===== config.mk =====
export PLATFORM = sky130hd
export DESIGN_NAME = alu_ctrl_mdu_seq
export DESIGN_NICKNAME = d
export VERILOG_FILES = /design/src/rtl/alu_ctrl_mdu_seq.sv
export SDC_FILE = /design/constraint.sdc
export NUM_CORES = 1
export LEC_CHECK = 0
export ABC_AREA = 1
export ABC_CLOCK_PERIOD_IN_PS = 2200
export CAP_MARGIN = 20
export CORE_ASPECT_RATIO = 1.25
export CORE_MARGIN = 2
export CORE_UTILIZATION = 40
export CTS_CLUSTER_SIZE = 24
export DETAILED_ROUTE_END_ITERATION = 12
export MAX_ROUTING_LAYER = met4
export PLACE_DENSITY_LB_ADDON = 0.3
export SYNTH_ARGS = -nofsm -noshare
export SYNTH_HDL_FRONTEND = slang
export SYNTH_SLANG_ARGS = --single-unit

===== constraint.sdc =====
create_clock -name clk -period 2.2 [get_ports clk]
set_input_delay 0.44 -clock clk [delete_from_list [all_inputs] [get_ports clk]]
set_output_delay 0.44 -clock clk [all_outputs]
set_load 0.01 [all_outputs]

===== src/rtl/alu_ctrl_mdu_seq.sv =====
// EX-stage ALU control decode plus mult/div sequencer with front-end stall.
// Optional: define ALU_SHIFT_EN to decode SLL/SRL/SRA.
module alu_ctrl_mdu_seq #(
  parameter int SEL_W      = 4,
  parameter int MUL_CYCLES = 4,
  parameter int DIV_CYCLES = 32,
  parameter int CNT_W      = 6
) (
  input  logic             clk,
  input  logic             reset,
  input  logic             valid_in,
  input  logic [1:0]       ALUop,
  input  logic [5:0]       function_bit,
  output logic [SEL_W-1:0] select,
  output logic             sel_valid,
  output logic             illegal,
  output logic             stall,
  output logic             mdu_start,
  output logic [1:0]       mdu_op,
  output logic             hilo_we
);

  localparam logic [1:0] S_IDLE = 2'd0;
  localparam logic [1:0] S_BUSY = 2'd1;
  localparam logic [1:0] S_DONE = 2'd2;

  localparam logic [SEL_W-1:0] SEL_AND  = SEL_W'(4'b0000);
  localparam logic [SEL_W-1:0] SEL_OR   = SEL_W'(4'b0001);
  localparam logic [SEL_W-1:0] SEL_ADD  = SEL_W'(4'b0010);
  localparam logic [SEL_W-1:0] SEL_XOR  = SEL_W'(4'b0011);
  localparam logic [SEL_W-1:0] SEL_SUB  = SEL_W'(4'b0110);
  localparam logic [SEL_W-1:0] SEL_SLT  = SEL_W'(4'b0111);
  localparam logic [SEL_W-1:0] SEL_SLTU = SEL_W'(4'b1000);
`ifdef ALU_SHIFT_EN
  localparam logic [SEL_W-1:0] SEL_SLL  = SEL_W'(4'b1001);
  localparam logic [SEL_W-1:0] SEL_SRL  = SEL_W'(4'b1010);
  localparam logic [SEL_W-1:0] SEL_SRA  = SEL_W'(4'b1011);
`endif
  localparam logic [SEL_W-1:0] SEL_NOR  = SEL_W'(4'b1100);

  logic [1:0]       state;
  logic [CNT_W-1:0] cnt;
  logic             start_q;
  logic [1:0]       op_q;

  logic [SEL_W-1:0] dec_sel;
  logic             dec_ill;
  logic             dec_mdu;
  logic [1:0]       dec_op;
  logic             accept;
  logic             start_now;
  logic             restart;
  logic [CNT_W-1:0] ld_full;
  logic [CNT_W-1:0] ld_short;

  always_comb begin
    dec_sel = SEL_ADD;
    dec_ill = 1'b0;
    dec_mdu = 1'b0;
    unique case (ALUop)
      2'b00: dec_sel = SEL_ADD;
      2'b01: dec_sel = SEL_SUB;
      2'b11: dec_ill = 1'b1;
      default: begin
        unique case (function_bit)
          6'b100000, 6'b100001: dec_sel = SEL_ADD;
          6'b100010, 6'b100011: dec_sel = SEL_SUB;
          6'b100100: dec_sel = SEL_AND;
          6'b100101: dec_sel = SEL_OR;
          6'b100110: dec_sel = SEL_XOR;
          6'b100111: dec_sel = SEL_NOR;
          6'b101010: dec_sel = SEL_SLT;
          6'b101011: dec_sel = SEL_SLTU;
`ifdef ALU_SHIFT_EN
          6'b000000: dec_sel = SEL_SLL;
          6'b000010: dec_sel = SEL_SRL;
          6'b000011: dec_sel = SEL_SRA;
`endif
          6'b010000, 6'b010010: dec_sel = SEL_ADD;
          6'b011000, 6'b011001,
          6'b011010, 6'b011011: dec_mdu = 1'b1;
          default: dec_ill = 1'b1;
        endcase
      end
    endcase
  end

  assign dec_op    = function_bit[1:0];
  assign stall     = (state == S_BUSY);
  assign accept    = valid_in && !stall;
  assign start_now = accept && dec_mdu;
  assign restart   = (state == S_DONE) && start_now;

  // A restart from DONE already spends its start cycle in DONE.
  assign ld_full  = dec_op[1] ? CNT_W'(DIV_CYCLES - 1)
                              : CNT_W'(MUL_CYCLES - 1);
  assign ld_short = dec_op[1] ? CNT_W'(DIV_CYCLES - 2)
                              : CNT_W'(MUL_CYCLES - 2);

  assign mdu_start = !reset && (start_q || restart);
  assign mdu_op    = restart ? dec_op : op_q;
  assign hilo_we   = !reset && (state == S_DONE);

  always_ff @(posedge clk) begin
    if (reset) begin
      state     <= S_IDLE;
      cnt       <= '0;
      start_q   <= 1'b0;
      op_q      <= 2'b00;
      select    <= '0;
      sel_valid <= 1'b0;
      illegal   <= 1'b0;
    end else begin
      sel_valid <= accept;
      start_q   <= 1'b0;
      if (accept) begin
        select  <= dec_sel;
        illegal <= dec_ill;
      end
      unique case (state)
        S_IDLE: begin
          if (start_now) begin
            state   <= S_BUSY;
            cnt     <= ld_full;
            op_q    <= dec_op;
            start_q <= 1'b1;
          end
        end
        S_BUSY: begin
          if (cnt == '0) state <= S_DONE;
          else cnt <= cnt - CNT_W'(1);
        end
        S_DONE: begin
          if (start_now) begin
            state <= S_BUSY;
            cnt   <= ld_short;
            op_q  <= dec_op;
          end else begin
            state <= S_IDLE;
          end
        end
        default: state <= S_IDLE;
      endcase
    end
  end

endmodule

==> results.yml, run 1 <==
outcome:
  status: "completed"
critical_path:
  worstReg2RegStart: "state[1]"
  start_kind: "input port"
  rrSetupSlack_ps: 510
  slowest_delay_ps: 440
  r2r-end: "cnt[0]"
  cp_slowest_cell: "clkdlybuf4s50_1"
  startpoint: "function_bit[5]"
  crit_required_ps: 1760
  rr_worst_depth: 11
  worst-setup-path-type: "input port to primary output"
  crit_chain: "clkdlybuf4s50_1 -> inv_2 -> nand2_1 -> nor2_4 -> nand3_4 -> o21ai_1 -> clkdlybuf4s15_2"
  worstPathArrival_ps: 1680
  timing.critical_path.buf_inv: 3
  crit_fanout: 6
  path_delay_family: "buffers and inverters"
  crit_path_end_kind: "primary output"
timing:
  setup_ws_ps: 84.9
  post-route-period-util_pct: 96.1
  maxSlewViolCount: 0
  tightestPinTransition_ps: 313
  finalHoldViolCount: 0
  fmax_mhz: 473
  period_needed_ps: 2120
  skew_ps: 10.2
  maxSlewHeadroom_pct: 79.1
  setup_viol: 0
  rsz0062_at_grt: "no"
  timing.hold.ws_ps: 467
clock_tree:
  cts_hold_buffers: 0
  clk_pin_slew_ps: 110
  clock_latency_ps: 290
  ctsResizeCount: 9
  cts_root_buffer: "clkbuf_4"
  tritoncts: "done"
  ctsHtreeMaxLevel: 1
  clkSinkCount: 17
  cts_buffers: 3
  postCtsSetupBuffers: 0
  ctsLongestPathBuffers: 2
hold_path:
  holdPathEnd: "select[0]"
  whs_path_depth: 2
  hold_path.class: "flip-flop to flip-flop"
  hold_start: "select[0]"
pwr:
  power_leakage_nw: 0.746
  p_int_mw: 0.675
  pwr-share-comb_pct: 50.9
  p_per_area_nw_per_um2: 716
  seq_power_share_pct: 34.6
  swShare_pct: 41.2
  ir_drop_mv: 0.417
  p_clk_share_pct: 14.4
  p_sw_mw: 0.473
synthesis:
  ys_seq_area_share_pct: 29.4
  synth_area_leaders: "dfxtp_1 29%, nand2_1 14%, nor2_1 10%"
  netlist_area_sq_um: 1160
  synth-simple-area-share_pct: 41.7
  synth.top_cell.area_share_pct: 29.4
  yosysWarnings: 0
  synth_compound_area_share_pct: 13.9
  synth.distinct_cells: 26
  synth-adder-area-share_pct: 5.41
  synth_area_leader_cell: "dfxtp_1"
  synthMuxAreaShare_pct: 0
  synth_top_family_by_area: "simple AND/OR/NAND/NOR gates"
  syn-instance-count: 182
  synth-xor-area-share_pct: 0.757
  synth_area_per_cell_sq_um: 6.36
  ys_seq_elements: 17
  syn-num-nets: 198
placed_design:
  gp_congestion: 0.886
  dp_hpwl_microns: 2270
  pre_cts_slack_ps: -378
  port-buffer-count: 21
routing:
  drc: 0
  dr.pass1.iters: 4
  via_per_inst: 4.94
  drt_iter0_drc: 31
  num_vias: 1284
  drt-total-wl_microns: 2780
  ant_nets: 0
  routedWlPerCell_microns: 10.7
die:
  coreArea_sq_um: 2710
  die_area_sq_um: 3340
  rows: 21
  num_io_pins: 22
  fp.dieH_microns: 64.1
  start_util_pct: 42.8
  die_x_microns: 52.1
global_route:
  grt_antenna_before_repair: 0
  grt_overflow: 0
  track_usage_pct: 18.2
  grt_pass1_wl_microns: 4600
  grt_pass1_vias: 1181
  grt_max_degree: 11
job:
  drv_cap: 0
cells_and_area:
  final_core_util_pct: 59.3
  antennaDiodeCount: 0
  drive_gt1_share_pct: 20.4
  final_common_cell: "nand2_1"
  nets: 243
  syn_to_final_growth_pct: 38.6
  final_cell_mix: "43 x nand2_1, 32 x nor2_1, 22 x inv_1"
-- Yosys cell counts --
library cell / number
inv_1: 22
a21boi_0: 1
o21ai_2: 1
a21oi_1: 10
nor2_1: 32
ha_1: 5
nand2_2: 1
nand2_1: 44
a31oi_1: 1
xor2_1: 1
o21ai_0: 6
nor3_1: 1
nor2_4: 1
a21oi_4: 1
nand3_1: 18
o31ai_1: 1
o21bai_1: 1
a21oi_2: 2
nand2_4: 3
clkbuf_1: 1
inv_2: 4
nor2_2: 2
nand4_1: 3
o21ai_1: 2
nor2_8: 1
dfxtp_1: 17
-- state kept, by name (all words and copies together), names as in the netlist --
| name | flops |
|---|---|
| cnt | 6 |
| select | 4 |
| op_q | 2 |
| state | 2 |
| illegal | 1 |
| sel_valid | 1 |
| start_q | 1 |
-- logic make-up after synthesis --
logic type / count (synthesis)
compound gates: 26
flops: 17
xor+xnor: 1
simple gates: 106
fa+ha+maj: 5
buf+inv: 27
-- per-layer routing --
layer	wire (microns)	track usage, %	share of wire [%]	up-vias
li1	-	-	-	670
met1	1110	19.2	40	584
met2	1520	33.2	55	23
met3	75	0.701	2.7	7
met4	72	9.21	2.6	0
met5	0	-	0	-
-- worst max-delay path by stage --
stage                     slack (ps)  cells after the start   endpoint
after detailed placement        -380                      7  mdu_op[0]
after floorplan                  250                      7  mdu_op[0]
after CTS                          9                      8  mdu_op[1]
after global placement          -330                      7  mdu_op[1]
final                             80                      7  mdu_op[0]
after global routing              20                      7  mdu_op[1]
-- power by group through the flow --
stage / sequential (mW) / combinational (mW) / clock [mW]
CTS: 0.398 / 0.582 / 0.174
finish: 0.397 / 0.585 / 0.166
global placement: 0.402 / 0.564 / 0
floorplan: 0.402 / 0.399 / 0
detailed placement: 0.405 / 0.579 / 0
global route: 0.405 / 0.656 / 0.190
-- worst register-to-register path: stages, from the launching register on --
cell and delay [ps]:
dfxtp_1 340, inv_1 60, ha_2 190, inv_2 80, nand2_4 70, nor2_8 120, buf_4 140, nand2_4 90
a21oi_2 280, nand3_1 110, nand2_1 70, nor2_1 40
-- cell type report --
class,count,area [sq um]
timing repair buffer,41,355
tap,34,42.5
inverter,26,97.6
clock inverter,1,5.00
clock buffer,3,22.5
fill,273,1100
multi-input combinational,138,741
sequential,17,340
-- metrics by stage --
step / setup TNS (ps) / power [mW] / std cells / area, sq um
2_1_floorplan: 0 / 0.801 / 182 / 1160
3_3_place_gp: -951 / 0.966 / 256 / 1560
3_5_place_dp: -1070 / 0.984 / 256 / 1560
4_1_cts: 0 / 1.15 / 260 / 1590
5_1_grt: 0 / 1.25 / 260 / 1600
6_report: 0 / 1.15 / 260 / 1600
Power figures use the tool's default switching activity.
==> run 2, diff against run 1 <==
GPL_TIMING_DRIVEN = 0   (was not set)
==> run 2 against run 1 <==
Global-route usage rose by 0.45 points. Die area did not move. Clock power rose by 2%. Maximum frequency rose by 0.82%. Sequential power rose by 2%. Core utilization fell by 2.2 points.
==> results.yml, run 2 (synthesis results as in run 1) <==
outcome:
  status: "completed"
placed_design:
  pre_cts_slack_ps: -450
  dp_hpwl_microns: 2130
  port-buffer-count: 21
  place_area_sq_um: 1410
  gp_congestion: 0.849
timing:
  skew_ps: 4.72
  fmax_mhz: 477
  setup_ws_ps: 102
  setup_viol: 0
  finalSetupTns_ps: 0
  maxSlewViolCount: 0
  timing.hold.ws_ps: 480
  post-route-period-util_pct: 95.4
  tightestPinTransition_ps: 313
  finalHoldViolCount: 0
  maxSlewHeadroom_pct: 79.1
  rsz0062_at_grt: "no"
  period_needed_ps: 2100
clock_tree:
  ctsLongestPathBuffers: 2
  ctsHtreeMaxLevel: 1
  clock_latency_ps: 290
  cts_buffers: 3
  cts_root_buffer: "clkbuf_4"
  cts_hold_buffers: 0
  tritoncts: "done"
  clkSinkCount: 17
  clk_pin_slew_ps: 100
die:
  fp.dieH_microns: 64.1
  num_io_pins: 22
  rows: 21
  die_x_microns: 52.1
  start_util_pct: 42.8
  coreArea_sq_um: 2710
  die_area_sq_um: 3340
critical_path:
  endpoint: "mdu_start"
  cp_slowest_cell: "clkdlybuf4s50_1"
  rr_worst_depth: 11
  worstPathArrival_ps: 1660
  crit_chain: "clkdlybuf4s50_1 -> nand2_8 -> nor2_8 -> nand3_4 -> a21oi_2 -> buf_2"
  worst-setup-path-type: "input port to primary output"
  worstReg2RegStart: "state[1]"
  rrSetupSlack_ps: 410
  start_kind: "input port"
  crit_path_end_kind: "primary output"
  startpoint: "valid_in"
  crit_required_ps: 1760
  crit_fanout: 9
  slowest_delay_ps: 580
  r2r-end: "cnt[0]"
global_route:
  grt_antenna_before_repair: 0
  grt_overflow: 0
  grt_max_degree: 11
  grt_pass1_vias: 1143
  track_usage_pct: 18.6
  grt_pass1_wl_microns: 4660
routing:
  dr.pass1.iters: 4
  drt-total-wl_microns: 2780
  routedWlPerCell_microns: 11.3
  via_per_inst: 5.01
  drt_iter0_drc: 21
  ant_nets: 0
  drc: 0
  num_vias: 1227
cells_and_area:
  largest_register_ffs: 6
  final_cell_mix: "39 x nand2_1, 32 x nor2_1, 22 x inv_1"
  nets: 228
  syn_to_final_growth_pct: 33.5
  antennaDiodeCount: 0
  final_common_cell: "nand2_1"
  regMostFlops: "cnt"
  largestRegisters: "cnt x6, select x4"
  drive_gt1_share_pct: 19.0
  final_area_sq_um: 1550
hold_path:
  whs_path_depth: 2
  hold_path.class: "flip-flop to flip-flop"
pwr:
  ir_drop_mv: 0.372
  power_leakage_nw: 0.729
  p_per_area_nw_per_um2: 738
  power_mw: 1.14
job:
  drv_cap: 0
[run 2: cell types whose count changed in the layout (fill, tap and decap cells not counted), sizes merged]
cell / change
dlymetal6s2s: +4
clkdlybuf4s15: -2
buf: -13
dlygate4sd2: -1
clkdlybuf4s50: -3
[run 2: worst max-delay path, delay by kind of cell]
| kind | cells | cell delay (ps) |
|---|---|---|
| buffers and inverters | 2 | 710 |
| AND/OR/NAND/NOR | 3 | 350 |
| AO/OA/AOI/OAI | 1 | 150 |
[run 2: power by group]
| part | internal (mW) | switching, mW | leakage (nW) | total (mW) |
|---|---|---|---|---|
| sequential | 0.357 | 0.0479 | 0.139 | 0.405 |
| combinational | 0.230 | 0.335 | 0.572 | 0.565 |
| clock | 0.0677 | 0.102 | 0.0177 | 0.170 |
| total | 0.655 | 0.485 | 0.729 | 1.14 |
[run 2: final cells by class]
| class | instances | area, sq um |
|---|---|---|
| plain buffers | 1 | 7.51 |
| clock buffers | 3 | 22.5 |
| clock inverters | 1 | 5.00 |
| fillers | 281 | 1160 |
| inverters | 26 | 100 |
| multi-input cells | 138 | 791 |
| flip-flops and latches | 17 | 342 |
| well taps | 34 | 42.5 |
| repair buffers | 25 | 235 |
[run 2: what timing repair did]
action                                  CTS  global route
setup buffers                             2             2
pin swaps                                 2             3
endpoints found under the hold margin     0             0
endpoints found under the setup margin    4             4
resized for setup                        18            21
[run 2: how the worst min path moves through the flow]
stage	startpoint	end	slack, ps
2_1_floorplan	op_q[1]	op_q[1]	470
5_1_grt	illegal	illegal	510
3_3_place_gp	illegal	illegal	450
4_1_cts	illegal	illegal	480
6_report	select[0]	select[0]	480
3_5_place_dp	illegal	illegal	470
[run 2: through the flow]
step | cells | utilization (%)
6_report | 245 | 57.1
5_1_grt | 245 | 57.1
4_1_cts | 243 | 54.7
3_5_place_dp | 237 | 52.1
3_3_place_gp | 237 | 52.1
2_1_floorplan | 182 | -
[run 2: routing by layer]
layer | GRT usage (%) | wire [microns] | vias to the layer above
met2 | 32.4 | 1520 | 18
met4 | 10.9 | 65 | 0
met5 | - | 0 | -
met1 | 20.3 | 1160 | 565
met3 | 1.17 | 38 | 7
li1 | - | - | 637
